[config.mk]
export PLATFORM = sky130hd
export DESIGN_NAME = uart_tx_sched
export DESIGN_NICKNAME = d
export VERILOG_FILES = /design/src/rtl/uart_tx_sched_pkg.sv /design/src/rtl/rr_arbiter.sv /design/src/rtl/uart_tx_sched.sv
export SDC_FILE = /design/constraint.sdc
export NUM_CORES = 1
export LEC_CHECK = 0
export CAP_MARGIN = 20
export CORE_MARGIN = 1
export CORE_UTILIZATION = 47
export CTS_BUF_LIST = sky130_fd_sc_hd__clkbuf_2 sky130_fd_sc_hd__clkbuf_4 sky130_fd_sc_hd__clkbuf_8
export CTS_CLUSTER_DIAMETER = 60
export CTS_CLUSTER_SIZE = 25
export DETAILED_ROUTE_END_ITERATION = 16
export GPL_ROUTABILITY_DRIVEN = 1
export PLACE_DENSITY = 0.82
export SYNTH_ARGS = -nofsm -noshare
export SYNTH_HDL_FRONTEND = slang
export SYNTH_SLANG_ARGS = --single-unit
[constraint.sdc]
create_clock -name txclk -period 3.3 [get_ports txclk]
set_input_delay 0.66 -clock txclk [delete_from_list [all_inputs] [get_ports txclk]]
set_output_delay 0.66 -clock txclk [all_outputs]
set_load 0.02 [all_outputs]
[src/rtl/uart_tx_sched_pkg.sv]
// Shared types and helpers for the uart_tx scheduler.
// Holds the FSM state encoding and the parity-bit calculation.
package uart_tx_sched_pkg;

  typedef enum logic [2:0] {
    IDLE,
    SETUP,
    WRITE,
    HOLD,
    WAIT_BUSY,
    WAIT_EMPTY,
    BREAK
  } state_t;

  // The bit that makes the frame's count of ones even (odd=0) or odd (odd=1).
  function automatic logic calc_parity(input logic [7:0] byte_val, input logic odd);
    return odd ? ~(^byte_val) : (^byte_val);
  endfunction

endpackage

[src/rtl/rr_arbiter.sv]
// Combinational round-robin arbiter.
// The search begins one position after the previous winner.
module rr_arbiter #(
  parameter int NREQ  = 4,
  parameter int IDX_W = 2
) (
  input  logic [NREQ-1:0]  req,
  input  logic [IDX_W-1:0] last_grant,
  output logic [NREQ-1:0]  grant,
  output logic [IDX_W-1:0] grant_idx,
  output logic             any_req
);

  logic [IDX_W-1:0] idx;

  // Walk offsets from farthest to nearest so the nearest pending request wins.
  always_comb begin
    grant     = '0;
    grant_idx = '0;
    any_req   = 1'b0;
    idx       = '0;
    for (int off = NREQ; off >= 1; off--) begin
      idx = IDX_W'((int'(last_grant) + off) % NREQ);
      if (req[idx]) begin
        grant      = '0;
        grant[idx] = 1'b1;
        grant_idx  = idx;
        any_req    = 1'b1;
      end
    end
  end

endmodule

[src/rtl/uart_tx_sched.sv]
// Shares one uart_tx among NREQ byte sources: round-robin grant, parity,
// the din/we load handshake, drain wait, and break insertion.
module uart_tx_sched
  import uart_tx_sched_pkg::*;
#(
  parameter int NREQ  = 4,
  parameter int BRK_W = 16
) (
  input  logic              txclk,
  input  logic              reset_n,
  input  logic [NREQ-1:0]   req,
  input  logic [8*NREQ-1:0] data,
  output logic [NREQ-1:0]   ack,
  input  logic              parity_en,
  input  logic              parity_odd,
  input  logic              brk_req,
  input  logic [BRK_W-1:0]  brk_len,
  output logic              brk_ack,
  output logic              tx_we,
  output logic [8:0]        tx_din,
  output logic              tx_parity,
  output logic              tx_break,
  input  logic              tx_empty,
  output logic              busy
);

  localparam int IDX_W = (NREQ > 1) ? $clog2(NREQ) : 1;

  state_t           state_q, state_d;
  logic [IDX_W-1:0] last_grant_q, last_grant_d;
  logic [IDX_W-1:0] winner_q, winner_d;
  logic [BRK_W-1:0] brk_cnt_q, brk_cnt_d;
  logic [NREQ-1:0]  ack_d;
  logic [8:0]       tx_din_d;
  logic             tx_we_d, tx_parity_d, tx_break_d, brk_ack_d;

  logic [NREQ-1:0]  grant;
  logic [IDX_W-1:0] grant_idx;
  logic             any_req;
  logic [7:0]       sel_byte;

  rr_arbiter #(.NREQ(NREQ), .IDX_W(IDX_W)) u_arb (
    .req        (req),
    .last_grant (last_grant_q),
    .grant      (grant),
    .grant_idx  (grant_idx),
    .any_req    (any_req)
  );

  always_comb begin
    sel_byte = '0;
    for (int i = 0; i < NREQ; i++)
      sel_byte = sel_byte | (data[8*i +: 8] & {8{grant[i]}});
  end

  // Outputs are computed for the next state and registered alongside it.
  always_comb begin
    state_d      = state_q;
    last_grant_d = last_grant_q;
    winner_d     = winner_q;
    brk_cnt_d    = brk_cnt_q;
    ack_d        = '0;
    tx_din_d     = '0;
    tx_we_d      = 1'b0;
    tx_parity_d  = tx_parity;
    tx_break_d   = 1'b0;
    brk_ack_d    = 1'b0;
    case (state_q)
      IDLE: begin
        if (brk_req && tx_empty) begin
          state_d    = BREAK;
          brk_cnt_d  = (brk_len == '0) ? '0 : brk_len - 1'b1;
          tx_break_d = 1'b1;
          brk_ack_d  = (brk_cnt_d == '0);
        end else if (any_req && tx_empty) begin
          state_d     = SETUP;
          winner_d    = grant_idx;
          tx_din_d    = {parity_en ? calc_parity(sel_byte, parity_odd) : 1'b0, sel_byte};
          tx_parity_d = parity_en;
        end
      end
      SETUP: begin
        state_d         = WRITE;
        tx_din_d        = tx_din;
        tx_we_d         = 1'b1;
        ack_d[winner_q] = 1'b1;
        last_grant_d    = winner_q;
      end
      WRITE: begin
        state_d  = HOLD;
        tx_din_d = tx_din;
      end
      HOLD:       state_d = WAIT_BUSY;
      WAIT_BUSY:  if (!tx_empty) state_d = WAIT_EMPTY;
      WAIT_EMPTY: if (tx_empty) state_d = IDLE;
      BREAK: begin
        if (brk_cnt_q == '0) begin
          state_d = IDLE;
        end else begin
          tx_break_d = 1'b1;
          brk_cnt_d  = brk_cnt_q - 1'b1;
          brk_ack_d  = (brk_cnt_d == '0);
        end
      end
      default: state_d = IDLE;
    endcase
  end

  always_ff @(posedge txclk or negedge reset_n) begin
    if (!reset_n) begin
      state_q      <= IDLE;
      last_grant_q <= IDX_W'(NREQ - 1);
      winner_q     <= '0;
      brk_cnt_q    <= '0;
      ack          <= '0;
      brk_ack      <= 1'b0;
      tx_we        <= 1'b0;
      tx_din       <= '0;
      tx_parity    <= 1'b0;
      tx_break     <= 1'b0;
      busy         <= 1'b0;
    end else begin
      state_q      <= state_d;
      last_grant_q <= last_grant_d;
      winner_q     <= winner_d;
      brk_cnt_q    <= brk_cnt_d;
      ack          <= ack_d;
      brk_ack      <= brk_ack_d;
      tx_we        <= tx_we_d;
      tx_din       <= tx_din_d;
      tx_parity    <= tx_parity_d;
      tx_break     <= tx_break_d;
      busy         <= (state_d != IDLE);
    end
  end

endmodule

# == Word level (Yosys, flattened, before mapping) ==
# Cells that the tools add are included.
# totals
register_bits,41
in_bits,58
elab_cells,115
# op_classes
n_addsub,6
magnitude_cmp,10
n_eq_ne,8
muxes,53
bitwise,9
reduce_logical,18
# ops
cell,count
16-bit zero test,4
16-bit two-way mux,3
8-bit AND,4
16-bit case mux with 2 select lines,1
"16-bit by 1-bit subtractor with 16-bit output, second input constant",2
8-bit bitwise OR,3
3-bit case mux with 7 select lines,1
1-bit two-way mux,20
4-bit two-way mux,5
9-bit two-way mux,2
9-bit case mux with 2 select lines,1
"2-bit by 3-bit less-than comparator with 1-bit output, second input constant",5
3-bit two-way mux,5
1-bit demux with 2-bit select,5
"2-bit by 1-bit >= comparator with 1-bit output, second input constant",5
"3-bit equality test, second input constant",3
1-bit binary-select mux with 2-bit select,4
2-bit two-way mux,4
8-bit XOR reduction,1
1-bit logical AND,7
"3-bit by 2-bit equality test with 1-bit output, second input constant",2
3-bit AND reduction,2
"2-bit by 1-bit adder with 2-bit output, second input constant",2
"2-bit adder, second input constant",2
other kinds (8),11

# == Logic depth before layout (Yosys ltp) ==
# logic_depth
depth_word,20
ltp_mapped,13
mapped_depth_nobuf,11

# == Modules after synthesis ==
# From an unflattened synthesis, not the netlist that was laid out.
# hier_totals
cells_unflattened,384
area_unflattened_um2,3313.2
# modules_own_cells
mod,instances,cells_each,area_each_um2,seq_area_each_um2
uart_tx_sched,1,315,2773.9,1028.5
rr_arbiter,1,69,539.3,0.0

# == Worst setup path after synthesis ==
# Ideal clock, no wire load.
# synth_path
path_kind,reg-to-reg
startpoint,register last_grant_q[0]
endpoint,register tx_din[8]
setup_ns,0.076
arrival_time_ns,3.237
slack_ns,-0.013
stages_incl_launch_ff,12
path_buffers,1
path_cell_list,dfstp_2 buf_6 inv_1 ha_1 mux4_2 a221oi_2 a22oi_1 a222oi_1 a21boi_2 xnor2_1 xnor3_1 o21ai_1
# synth_between
elab_chain_cells,20
# synth_rtl
item,line_no,text
from (decl),uart_tx_sched.sv:30,"logic [IDX_W-1:0] last_grant_q, last_grant_d;"
from (signal assigned),uart_tx_sched.sv:112,last_grant_q <= IDX_W'(NREQ - 1);
from (signal assigned),uart_tx_sched.sv:124,last_grant_q <= last_grant_d;
2-bit by 1-bit adder with 2-bit output,rr_arbiter.sv:23,idx = IDX_W'((int'(last_grant) + off) % NREQ);
2-bit by 3-bit less-than comparator with 1-bit output (implied by the code) / 2-bit by 1-bit >= comparator with 1-bit output (equally long branches),rr_arbiter.sv:26,grant[idx] = 1'b1;
1-bit logical AND (implied by the code),rr_arbiter.sv:26,
1-bit two-way mux (implied by the code),rr_arbiter.sv:26,
1-bit demux with 2-bit select,n/a,
4-bit two-way mux (4 in series),rr_arbiter.sv:24,if (req[idx]) begin
8-bit AND,uart_tx_sched.sv:53,sel_byte = sel_byte | (data[8*i +: 8] & {8{grant[i]}});
8-bit bitwise OR (3 in series),uart_tx_sched.sv:53,
8-bit XOR reduction,uart_tx_sched_pkg.sv:17,return odd ? ~(^byte_val) : (^byte_val);
1-bit NOT,uart_tx_sched_pkg.sv:17,
1-bit two-way mux,uart_tx_sched_pkg.sv:17,
1-bit two-way mux,uart_tx_sched.sv:78,"tx_din_d = {parity_en ? calc_parity(sel_byte, parity_odd) : 1'b0, sel_byte};"
9-bit two-way mux (*),uart_tx_sched.sv:75,end else if (any_req && tx_empty) begin
9-bit two-way mux (*),uart_tx_sched.sv:70,if (brk_req && tx_empty) begin
9-bit case mux with 2 select lines (*),uart_tx_sched.sv:68,case (state_q)
to (signal assigned),uart_tx_sched.sv:130,tx_din <= tx_din_d;
to (decl),uart_tx_sched.sv:20,"output logic [8:0] tx_din,"
# Mark *: on every way between the ends. The rest lies on a longest branch, timed or not. The select of a mux whose other input is x is not followed.
# A chain may end at the register's enable or synchronous reset.

# == Worst setup path in the final report ==
# layout_path
startpoint,input port req[0]
endpoint,register tx_din[8]
# layout_between
elab_chain_cells,17
# layout_rtl
item,line_no,text
from (decl),uart_tx_sched.sv:11,"input logic [NREQ-1:0] req,"
1-bit binary-select mux with 2-bit select,rr_arbiter.sv:24,
1-bit two-way mux (implied by the code),rr_arbiter.sv:24,
4-bit two-way mux (4 in series),rr_arbiter.sv:24,
8-bit AND,uart_tx_sched.sv:53,
8-bit bitwise OR (3 in series),uart_tx_sched.sv:53,
8-bit XOR reduction,uart_tx_sched_pkg.sv:17,
1-bit NOT,uart_tx_sched_pkg.sv:17,
1-bit two-way mux,uart_tx_sched_pkg.sv:17,
1-bit two-way mux,uart_tx_sched.sv:78,
9-bit two-way mux (*),uart_tx_sched.sv:75,
9-bit two-way mux (*),uart_tx_sched.sv:70,
9-bit case mux with 2 select lines (*),uart_tx_sched.sv:68,
# Marks and branches as above.

==> results.cfg <==
[sta]
hold_violations = 0
finalClockSkew_ns = 0.008668
period_minus_slack_ns = 3.333
setup_viol = 1
relSlewSlack_pct = 40.02
max_freq_mhz = 300.0
tightest_slew_ns = 0.8997
rsz0062_at_grt = true
fin_ws_ns = -0.03310
fin_crit_sh_pct = 101.0
slew_violations = 0

[final_layout]
instances_no_fill = 552
diodes = 0
nets = 541
drive_gt1_share_pct = 14.95
area_delta_synth_final_pct = 35.05

[worst_setup_path]
r2r_cells = 10
cp-endpoint = tx_din[8]$_DFFE_PN0N_
worst-path-max-fanout = 8
r2r_end = tx_din[8]$_DFFE_PN0N_
required_ns = 3.52
end_kind = flop
timing.rr.start = last_grant_q[0]$_DFFE_PN1P_
cp-start-kind = input pin
r2r_setup_slack_ns = 0.01
worstPathArrival_ns = 3.56
path_class = in2reg
critPathLaunch = req[0]

[placed_design]
dp.cells = 541
hpwl_um = 6776
gp_congestion = 0.9566
portBuffers = 75
pre_cts_slack_ns = -0.4008

[power]
p_leak_nw = 1.779
p_int_mw = 2.158
comb_power_share_pct = 66.0
p_sw_mw = 1.620
p_per_area_mw_per_mm2 = 866.1
p_clk_share_pct = 9.7
peakVddDrop_mv = 0.5600
p_sw_share_pct = 42.89
seqPwrFrac_pct = 24.2

[yosys]
avgSynthCellArea_sq_um = 8.479
ys.flop_type = dfrtp_1
ys_seq_area_share_pct = 31.84
synth-edff-count = 0
synth.area.top_cells = dfrtp_1 (30%), nand2_1 (5.2%), xnor2_1 (4.3%), a21oi_1 (3.9%), o21ai_0 (3.7%)
synth_nets = 448
synth_seq_cells = 41
synthCells = 381
synth.distinct_cells = 59
yosys_warnings = 0
synthArstFlopShare_pct = 100.0
synth_area_leader_cell = dfrtp_1
syn_area_sq_mm = 0.003231
synth_top_area_share_pct = 30.21

[hold_path]
hp-class = in2async

[global_route]
antenna_found_initial = 0
first_global_vias = 3206
grt_pass1_wl_um = 14770
gr-total-overflow = 0
grt_max_degree = 42
track_usage_pct = 25.48

[status]
outcome = finished, violations left
violations = DRC, setup timing

[die]
io_pins = 76
fp.dieH_um = 84.91
core_sq_mm = 0.006495
die-width_um = 84.91
start_util_pct = 49.74
die_area_sq_mm = 0.007209
rows = 29

[routing]
vias = 3324
ant_nets = 0
drc_errors = 3
wl_per_cell_um = 16.07
postRouteWirelength_um = 8872
dr.pass1.iters = 13
vias_per_cell = 6.022
drt_iter0_drc = 151

[clocking]
cts_tree = yes
clockBufferDepth = 2
clock_sinks = 41
ctsHtreeMaxLevel = 2
cts_made_buffers = 5
clk_latency_ns = 0.30
ctsHoldBuffers = 0
root_buffer = clkbuf_8
path_clk_slew_ns = 0.08

[run]
drv_cap = 0
-- cells in the final DEF (no fill, tap or decap), drive strengths merged, types with 5 or more instances in the layout --
cell,synthesis,final
dfrtp,39,39
ha,9,9
nor3,20,20
nand3,8,8
nor2,28,28
a22oi,15,15
buf,4,34
clkbuf,18,7
xnor2,16,16
a21oi,29,29
a221oi,5,5
xor2,5,5
inv,14,14
o21ai,27,27
nand2,45,45
nor3b,6,6
clkdlybuf4s50,0,71
a31oi,5,5
nand3b,8,8
a22o,9,9
o32ai,5,5
nor4,5,5
-- per-layer routing --
| metal | routed length, um | share of wire, % | vias to the layer above | GRT usage (%) |
|---|---|---|---|---|
| li1 | - | - | 1615 | - |
| met1 | 3831 | 43 | 1607 | 33.21 |
| met2 | 4536 | 51 | 89 | 43.90 |
| met3 | 405 | 4.6 | 13 | 6.226 |
| met4 | 99 | 1.1 | 0 | 4.006 |
| met5 | 0 | 0 | - | 0 |
-- power groups by stage --
| stage | registers [mW] | logic, mW | clock network, mW |
|---|---|---|---|
| finish | 0.916 | 2.50 | 0.367 |
| global route | 0.949 | 2.71 | 0.406 |
| CTS | 0.910 | 2.41 | 0.375 |
| detailed placement | 0.916 | 2.34 | 0 |
| global placement | 0.907 | 2.26 | 0 |
| floorplan | 0.905 | 1.61 | 0 |
-- flip-flops by register name, summed over array words and instances (netlist names) --
| register | cells |
|---|---|
| ack | 4 |
| brk_ack | 1 |
| brk_cnt_q | 16 |
| busy | 1 |
| last_grant_q | 2 |
| state_q | 3 |
| tx_break | 1 |
| tx_din | 9 |
| tx_parity | 1 |
| tx_we | 1 |
| winner_q | 2 |
-- repair_timing --
action,CTS,global route
setup buffers,1,2
pin swaps,0,4
gates resized for setup,7,4
setup endpoints to repair,1,1
-- synthesized netlist by cell type, types with 4 or more instances --
| library cell | n |
|---|---|
| nand2_1 | 45 |
| dfrtp_1 | 39 |
| nor2_1 | 28 |
| a21oi_1 | 25 |
| o21ai_0 | 24 |
| clkbuf_1 | 18 |
| nor3_1 | 18 |
| xnor2_1 | 16 |
| a22oi_1 | 14 |
| inv_1 | 14 |
| a22o_1 | 9 |
| ha_1 | 9 |
| nand3_1 | 7 |
| nand3b_1 | 7 |
| nor3b_1 | 6 |
| a31oi_1 | 5 |
| nor4_1 | 5 |
| o32ai_1 | 5 |
| xor2_1 | 5 |
| a21o_1 | 4 |
| a221oi_2 | 4 |
| and3_1 | 4 |
| nor2b_1 | 4 |
| or3_1 | 4 |
-- worst min path at each step --
stage | to | slack [ns] | cells past startpoint
floorplan | ack[0]$_DFF_PN0_ | 0.36 | 0
global placement | tx_din[7]$_DFFE_PN0N_ | 0.46 | 2
detailed placement | tx_din[7]$_DFFE_PN0N_ | 0.47 | 2
CTS | tx_din[7]$_DFFE_PN0N_ | 0.49 | 2
global route | tx_din[7]$_DFFE_PN0N_ | 0.51 | 2
finish | brk_cnt_q[8]$_DFFE_PN0P_ | 0.48 | 1
-- logic make-up (layout without fill, tap and decap cells) --
family / Yosys count / in the layout / share of synthesized area (%)
buffers and inverters: 36 / 130 / 4.880
AND/OR/NAND/NOR: 148 / 148 / 23.62
AO/OA/AOI/OAI: 119 / 119 / 26.26
XOR/XNOR: 22 / 22 / 6.390
multiplexers: 6 / 6 / 3.524
adder cells (fa/ha/maj): 9 / 9 / 3.486
flip-flops: 41 / 41 / 31.84
-- critical path, stage by stage --
cell and delay [ns]:
clkdlybuf4s50_1 0.46, mux4_2 0.61, nand3b_1 0.25, a221oi_4 0.36
a22oi_1 0.16, and3_1 0.22, xnor2_2 0.22, xnor2_2 0.14
xnor3_1 0.33, o21ai_1 0.13
-- metrics by stage --
step	utilization [%]	power [mW]	cell area [sq um]	setup TNS [ns]	hold WS [ns]
final	67.17	3.779	4363	-0.03310	0.4758
after detailed placement	64.75	3.261	4205	-0.4008	0.4698
after global routing	67.17	4.061	4363	-0.1231	0.5071
after CTS	66.79	3.699	4338	0	0.4872
after global placement	64.75	3.167	4205	-0.2334	0.4630
after floorplan	-	2.511	3243	0	0.3644
-- layout make-up --
cell class	count	area [sq um]
fillers	521	2132
clock inverters	1	5.005
clock buffers	7	96.34
multi-input cells	304	2091
well taps	77	96.34
repair buffers	108	993.5
inverters	14	52.55
flip-flops and latches	41	1028
No activity file was read; power rests on OpenSTA's default activity.
